--- src/rtl/en_reg_bank_if.sv ---
`default_nettype none
// ============================================================================
// Module      : en_reg_bank_if
// Description : Bundle of the data, control and status signals of en_reg_bank.
//               master modport : producer side (drives d/en/freeze/clr_stat)
//               slave modport  : the register bank itself
//               Signals:
//                 d          NUM_CH*WIDTH  channel data, ch i = d[i*WIDTH +: WIDTH]
//                 en         NUM_CH        per-channel load enable
//                 freeze     1             global hold, blocks every load
//                 clr_stat   1             clears all sticky_chg bits
//                 q          NUM_CH*WIDTH  held channel values
//                 chg        NUM_CH        one-cycle "value changed" pulse
//                 sticky_chg NUM_CH        sticky change flags
//                 stable_cnt NUM_CH*CNT_W  saturating cycles-since-change
//                 q_prev     NUM_CH*WIDTH  previous value (EN_REG_BANK_PREV_EN only)
// Option      : EN_REG_BANK_PREV_EN adds the q_prev signal.
// Revision    : 1.0 - initial release
// ============================================================================
interface en_reg_bank_if #(
   parameter int NUM_CH = 4,
   parameter int WIDTH  = 8,
   parameter int CNT_W  = 4
);
   logic [NUM_CH*WIDTH-1:0] d;
   logic [NUM_CH-1:0]       en;
   logic                    freeze;
   logic                    clr_stat;
   logic [NUM_CH*WIDTH-1:0] q;
   logic [NUM_CH-1:0]       chg;
   logic [NUM_CH-1:0]       sticky_chg;
   logic [NUM_CH*CNT_W-1:0] stable_cnt;
`ifdef EN_REG_BANK_PREV_EN
   logic [NUM_CH*WIDTH-1:0] q_prev;
`endif

   modport master (
      output d, en, freeze, clr_stat,
      input  q, chg, sticky_chg, stable_cnt
`ifdef EN_REG_BANK_PREV_EN
      , input q_prev
`endif
   );

   modport slave (
      input  d, en, freeze, clr_stat,
      output q, chg, sticky_chg, stable_cnt
`ifdef EN_REG_BANK_PREV_EN
      , output q_prev
`endif
   );
endinterface
`default_nettype wire

--- src/rtl/en_reg_bank.sv ---
`default_nettype none
// ============================================================================
// Module      : en_reg_bank
// Description : NUM_CH independent WIDTH-bit clocked storage channels with a
//               global freeze, per-channel change pulse, sticky change status
//               and a saturating stability counter. All outputs are flops.
//               Ports:
//                 clk   rising-edge clock
//                 rstn  synchronous active-low reset
//                 bus   en_reg_bank_if.slave (d, en, freeze, clr_stat in;
//                       q, chg, sticky_chg, stable_cnt [, q_prev] out)
// Option      : EN_REG_BANK_PREV_EN - keep the value each channel held before
//               its most recent differing load (q_prev).
// Revision    : 1.0 - initial release
// ============================================================================
module en_reg_bank #(
   parameter int NUM_CH = 4,
   parameter int WIDTH  = 8,
   parameter int CNT_W  = 4
) (
   input  wire logic     clk,
   input  wire logic     rstn,
   en_reg_bank_if.slave  bus
);

   localparam logic [CNT_W-1:0] C_CNT_MAX = '1;

   logic [NUM_CH*WIDTH-1:0] w_q_flat;
   logic [NUM_CH-1:0]       w_chg_flat;
   logic [NUM_CH-1:0]       w_sticky_flat;
   logic [NUM_CH*CNT_W-1:0] w_cnt_flat;
`ifdef EN_REG_BANK_PREV_EN
   logic [NUM_CH*WIDTH-1:0] w_prev_flat;
`endif

   for (genvar i = 0; i < NUM_CH; i++) begin : g_ch
      logic [WIDTH-1:0] data_d,   data_q;
      logic             chg_d,    chg_q;
      logic             sticky_d, sticky_q;
      logic [CNT_W-1:0] cnt_d,    cnt_q;
      logic [WIDTH-1:0] d_ch;
      logic             ld;
      logic             diff;

      assign d_ch = bus.d[i*WIDTH +: WIDTH];

      always_comb begin
         ld       = 1'b0;
         diff     = 1'b0;
         data_d   = data_q;
         chg_d    = 1'b0;
         sticky_d = sticky_q;
         cnt_d    = cnt_q;

         ld   = bus.en[i] & ~bus.freeze;
         // Only a load that actually changes the stored value counts as an event;
         // an equal-value reload is invisible to the status logic.
         diff = ld && (d_ch != data_q);

         if (ld) begin
            data_d = d_ch;
         end
         chg_d = diff;

         // Set has priority over clear so a change coinciding with clr_stat is kept.
         if (diff) begin
            sticky_d = 1'b1;
         end else if (bus.clr_stat) begin
            sticky_d = 1'b0;
         end

         if (diff) begin
            cnt_d = '0;
         end else if (cnt_q != C_CNT_MAX) begin
            cnt_d = cnt_q + CNT_W'(1);
         end
      end

      always_ff @(posedge clk) begin
         if (!rstn) begin
            data_q   <= '0;
            chg_q    <= 1'b0;
            sticky_q <= 1'b0;
            cnt_q    <= '0;
         end else begin
            data_q   <= data_d;
            chg_q    <= chg_d;
            sticky_q <= sticky_d;
            cnt_q    <= cnt_d;
         end
      end

      assign w_q_flat[i*WIDTH +: WIDTH] = data_q;
      assign w_chg_flat[i]              = chg_q;
      assign w_sticky_flat[i]           = sticky_q;
      assign w_cnt_flat[i*CNT_W +: CNT_W] = cnt_q;

`ifdef EN_REG_BANK_PREV_EN
      logic [WIDTH-1:0] prev_d, prev_q;

      always_comb begin
         prev_d = prev_q;
         if (diff) begin
            prev_d = data_q;
         end
      end

      always_ff @(posedge clk) begin
         if (!rstn) begin
            prev_q <= '0;
         end else begin
            prev_q <= prev_d;
         end
      end

      assign w_prev_flat[i*WIDTH +: WIDTH] = prev_q;
`endif
   end : g_ch

   assign bus.q          = w_q_flat;
   assign bus.chg        = w_chg_flat;
   assign bus.sticky_chg = w_sticky_flat;
   assign bus.stable_cnt = w_cnt_flat;
`ifdef EN_REG_BANK_PREV_EN
   assign bus.q_prev     = w_prev_flat;
`endif

endmodule
`default_nettype wire
--- src/flat_wrapper.sv ---
// flat-port wrapper written by rule: the top's interface ports become plain ports
module en_reg_bank_flat 
#(
   parameter int NUM_CH = 4,
   parameter int WIDTH  = 8,
   parameter int CNT_W  = 4
)
  (clk, rstn, bus_d, bus_en, bus_freeze, bus_clr_stat, bus_q, bus_chg, bus_sticky_chg, bus_stable_cnt);
  en_reg_bank_if #(.NUM_CH(NUM_CH), .WIDTH(WIDTH), .CNT_W(CNT_W)) bus_i ();
  input  wire logic clk;
  input  wire logic rstn;
  input wire logic [$bits(bus_i.d)-1:0] bus_d;
  input wire logic [$bits(bus_i.en)-1:0] bus_en;
  input wire logic [$bits(bus_i.freeze)-1:0] bus_freeze;
  input wire logic [$bits(bus_i.clr_stat)-1:0] bus_clr_stat;
  output wire logic [$bits(bus_i.q)-1:0] bus_q;
  output wire logic [$bits(bus_i.chg)-1:0] bus_chg;
  output wire logic [$bits(bus_i.sticky_chg)-1:0] bus_sticky_chg;
  output wire logic [$bits(bus_i.stable_cnt)-1:0] bus_stable_cnt;
  assign bus_i.d = bus_d;
  assign bus_i.en = bus_en;
  assign bus_i.freeze = bus_freeze;
  assign bus_i.clr_stat = bus_clr_stat;
  assign bus_q = bus_i.q;
  assign bus_chg = bus_i.chg;
  assign bus_sticky_chg = bus_i.sticky_chg;
  assign bus_stable_cnt = bus_i.stable_cnt;
  en_reg_bank #(.NUM_CH(NUM_CH), .WIDTH(WIDTH), .CNT_W(CNT_W)) u_core (.clk(clk), .rstn(rstn), .bus(bus_i));
endmodule
--- config.mk ---
export PLATFORM = sky130hd
export DESIGN_NAME = en_reg_bank_flat
export DESIGN_NICKNAME = d
export VERILOG_FILES = /design/src/rtl/en_reg_bank_if.sv /design/src/rtl/en_reg_bank.sv /design/src/flat_wrapper.sv
export SDC_FILE = /design/constraint.sdc
export NUM_CORES = 1
export LEC_CHECK = 0
export CAP_MARGIN = 0
export CORE_ASPECT_RATIO = 1.1
export CORE_UTILIZATION = 47
export CTS_BUF_LIST = sky130_fd_sc_hd__clkbuf_4 sky130_fd_sc_hd__clkbuf_8 sky130_fd_sc_hd__clkbuf_16
export DETAILED_ROUTE_END_ITERATION = 8
export GPL_TIMING_DRIVEN = 0
export PLACE_DENSITY_LB_ADDON = 0.08
export SLEW_MARGIN = 10
export SYNTH_ARGS = -nofsm -noshare
export SYNTH_HDL_FRONTEND = slang
export SYNTH_SLANG_ARGS = --single-unit
--- constraint.sdc ---
create_clock -name clk -period 3.3 [get_ports clk]
set_clock_uncertainty 0.15 [all_clocks]
set_input_delay 0.66 -clock clk [delete_from_list [all_inputs] [get_ports clk]]
set_output_delay 0.66 -clock clk [all_outputs]
set_load 0.01 [all_outputs]
==> flow_summary.toml <==
[synth]
synth_fa_ha_area_share_pct = 1.970
ys_seq_area_share_pct = 44.14
async_reset_ff_share_pct = 0
synthXorXnorAreaFrac_pct = 12.41
synth-edff-count = 0
yosysWarnings = 0
ys_types = 29
synth_compound_area_share_pct = 12.22
synth_top_family_by_area = "simple AND/OR/NAND/NOR gates"
ys_seq_elements = 56
syn_area_mm2 = 0.002540
syn_area_per_cell_um2 = 8.728
synth.area.mux_share_pct = 1.576
syn_nets = 335
yosys.area_share.simple_pct = 22.36
synthCells = 291
synth_flop_cell = "dfxtp_1"

[clocking]
insertion_delay_ns = 0.30
h-tree-depth = 2
hold_buffers = 0
postCtsSetupBuffers = 0
cts_resized = 0
cts_buffers = 5
cts_sinks = 56
clockRootBuffer = "clkbuf_8"
cts_tree = "built"
clk_pin_slew_ns = 0.09
clock_path_buffers = 2

[timing]
clock.fmax_mhz = 460.5
fin_crit_ns = 2.171
finalSetupViolations = 0
hold_viol_final = 0
grt_setup_unrepaired = "no"
worst_pin_slew_ns = 0.6366
slew_headroom_pct = 57.56
finalMaxSlewViolations = 0
finalCritPeriodShare_pct = 65.80
setup_tns_ns = 0

[finish]
area_growth_pct = 44.43
finalNonFillerCells = 465
fillCellCount = 446
nets = 436
drive_gt1_share_pct = 9.160
register_area_mm2 = 0.001121
multi_input_area_mm2 = 0.001284
diodes = 0

[detailed_routing]
routed_wl_mm = 5.601
ant_nets = 0
vias = 2290
drt_iter0_drc = 90
via_per_inst = 4.925
wire_per_inst_um = 12.05
drc = 0
drtPass1Iterations = 4

[worst_setup_path]
r2r_slack_ns = 1.74
setup.worst_path.class = "input port to flop"
cp.required_ns = 3.40
end_kind = "flop"
cp_data_arrival_time_ns = 2.27
reg2reg_depth = 4
crit_path_max_fanout = 9
cp-start-kind = "input port"

[placement]
place.gp.congestion = 0.7747
portBuffers = 94
dp_hpwl_mm = 4.310
place_inst = 457

[power]
p_leak_uw = 0.001432
p_sw_uw = 349.4
power.share.clock_pct = 28.5
swShare_pct = 25.11
ir_worst_vdd_mv = 0.2363
internal-power_uw = 1042
pwr-share-seq_pct = 52.9
p_per_area_mw_per_mm2 = 379.2
combinationalPowerShare_pct = 18.6

[global_route]
grt_first_pass_wirelength_mm = 9.294
grt_antenna_before_repair = 0
grt_usage_pct = 20.70
overflow = 0
grt_max_degree = 16
grt_pass1_vias = 2169

[job]
cap_violations = 0

[outcome]
status = "complete, no violations"

[die]
core_area_mm2 = 0.005101
io-pin-count = 96
dieArea_mm2 = 0.005702
die_x_um = 72.09
row_count = 27
initial_core_util_pct = 49.79
chipHeight_um = 79.10

[worst_hold_path]
hp-class = "flop to flop"
hold_path_depth = 2
-- kinds of logic (layout without fill, tap and decap cells) --
group / count (synthesis) / count (layout)
AND/OR/NAND/NOR: 116 / 116
flip-flops: 56 / 56
AO/OA/AOI/OAI: 50 / 50
XOR/XNOR: 36 / 36
buffers and inverters: 25 / 127
adder cells (fa/ha/maj): 4 / 4
multiplexers: 4 / 4
-- Yosys cell counts, types with 3 or more instances --
master,instances,area (um2)
a2111oi_2,4,60.06
a21oi_1,34,170.2
and2_1,3,18.77
buf_1,3,11.26
buf_2,7,35.03
buf_4,8,60.06
dfxtp_1,56,1121
ha_1,4,50.05
inv_1,3,11.26
mux2i_1,4,40.04
nand2_1,64,240.2
nand2b_1,4,25.02
nand3_1,10,50.05
nor2b_1,8,50.05
nor3_1,14,70.07
nor4_1,4,25.02
nor4_2,3,37.54
o21a_1,4,30.03
o21ai_0,4,20.02
xnor2_1,4,35.03
xor2_1,32,280.3
-- cells in the final DEF, fill, tap and decap left out, types with 3 or more instances in the layout --
cell type	count
xor2_1	32
nor2b_1	8
dfxtp_1	56
nand2b_1	4
a21oi_1	34
o21a_1	4
clkbuf_8	6
inv_1	3
buf_2	7
o21ai_0	4
nand2_1	64
buf_1	3
nor4_2	3
mux2i_1	4
nor3_1	14
ha_1	4
nor4_1	4
buf_4	8
xnor2_1	4
and2_1	3
a2111oi_2	4
clkdlybuf4s50_1	94
nand3_1	10
-- final cells by class --
class,count,area share [%]
buffer,22,3.377
clock buffer,8,2.660
inverter,3,0.3070
multi-input combinational,210,34.99
sequential,56,30.56
tap,72,2.456
timing repair buffer,94,25.65
-- sequential cells by signal (all words and copies together), names as in the netlist --
signal                count
u_core.g_ch.cnt_q        16
u_core.g_ch.chg_q         4
u_core.g_ch.sticky_q      4
u_core.g_ch.data_q       32
-- power by group through the flow --
stage	Sequential [uW]	Clock, uW	Combinational, uW
4_1_cts	736	412	262
5_1_grt	742	434	283
6_report	737	396	258
3_5_place_dp	752	0	260
2_1_floorplan	761	0	110
3_3_place_gp	751	0	256
-- final timing paths --
check / to / from
hold reg to reg: u_core.g_ch[2].data_q[2] / u_core.g_ch[2].data_q[2]
setup / recovery: u_core.g_ch[2].chg_q / bus_freeze
hold / removal: u_core.g_ch[2].data_q[2] / u_core.g_ch[2].data_q[2]
setup reg to reg: u_core.g_ch[2].chg_q / u_core.g_ch[2].data_q[3]
-- critical path: stages --
cell and delay [ns]:
clkdlybuf4s50_1 0.52, nand2b_1 0.19, buf_2 0.17, a21oi_1 0.52, and2_1 0.21
-- per-stage QoR --
stage / hold WS, ns / util, % / setup slack (ns) / instance area, um2 / power (uW)
after global placement: 0.3180 / 70.00 / 0.8578 / 3571 / 1007
final: 0.3348 / 71.92 / 1.129 / 3669 / 1391
after floorplan: 0.3533 / - / 1.575 / 2540 / 870.6
after global routing: 0.3581 / 71.92 / 1.026 / 3669 / 1458
after detailed placement: 0.3246 / 70.00 / 0.8301 / 3571 / 1012
after CTS: 0.3382 / 71.92 / 1.141 / 3669 / 1411
-- per-layer routing --
layer	up-vias	part of all wire [%]	routed length [um]	track usage, %
met5	-	0	0	0
met4	0	1.5	84	8.824
li1	1169	-	-	-
met1	1056	42	2364	23.38
met2	58	51	2861	36.82
met3	7	5.2	291	4.822
Power figures use the tool's default switching activity.
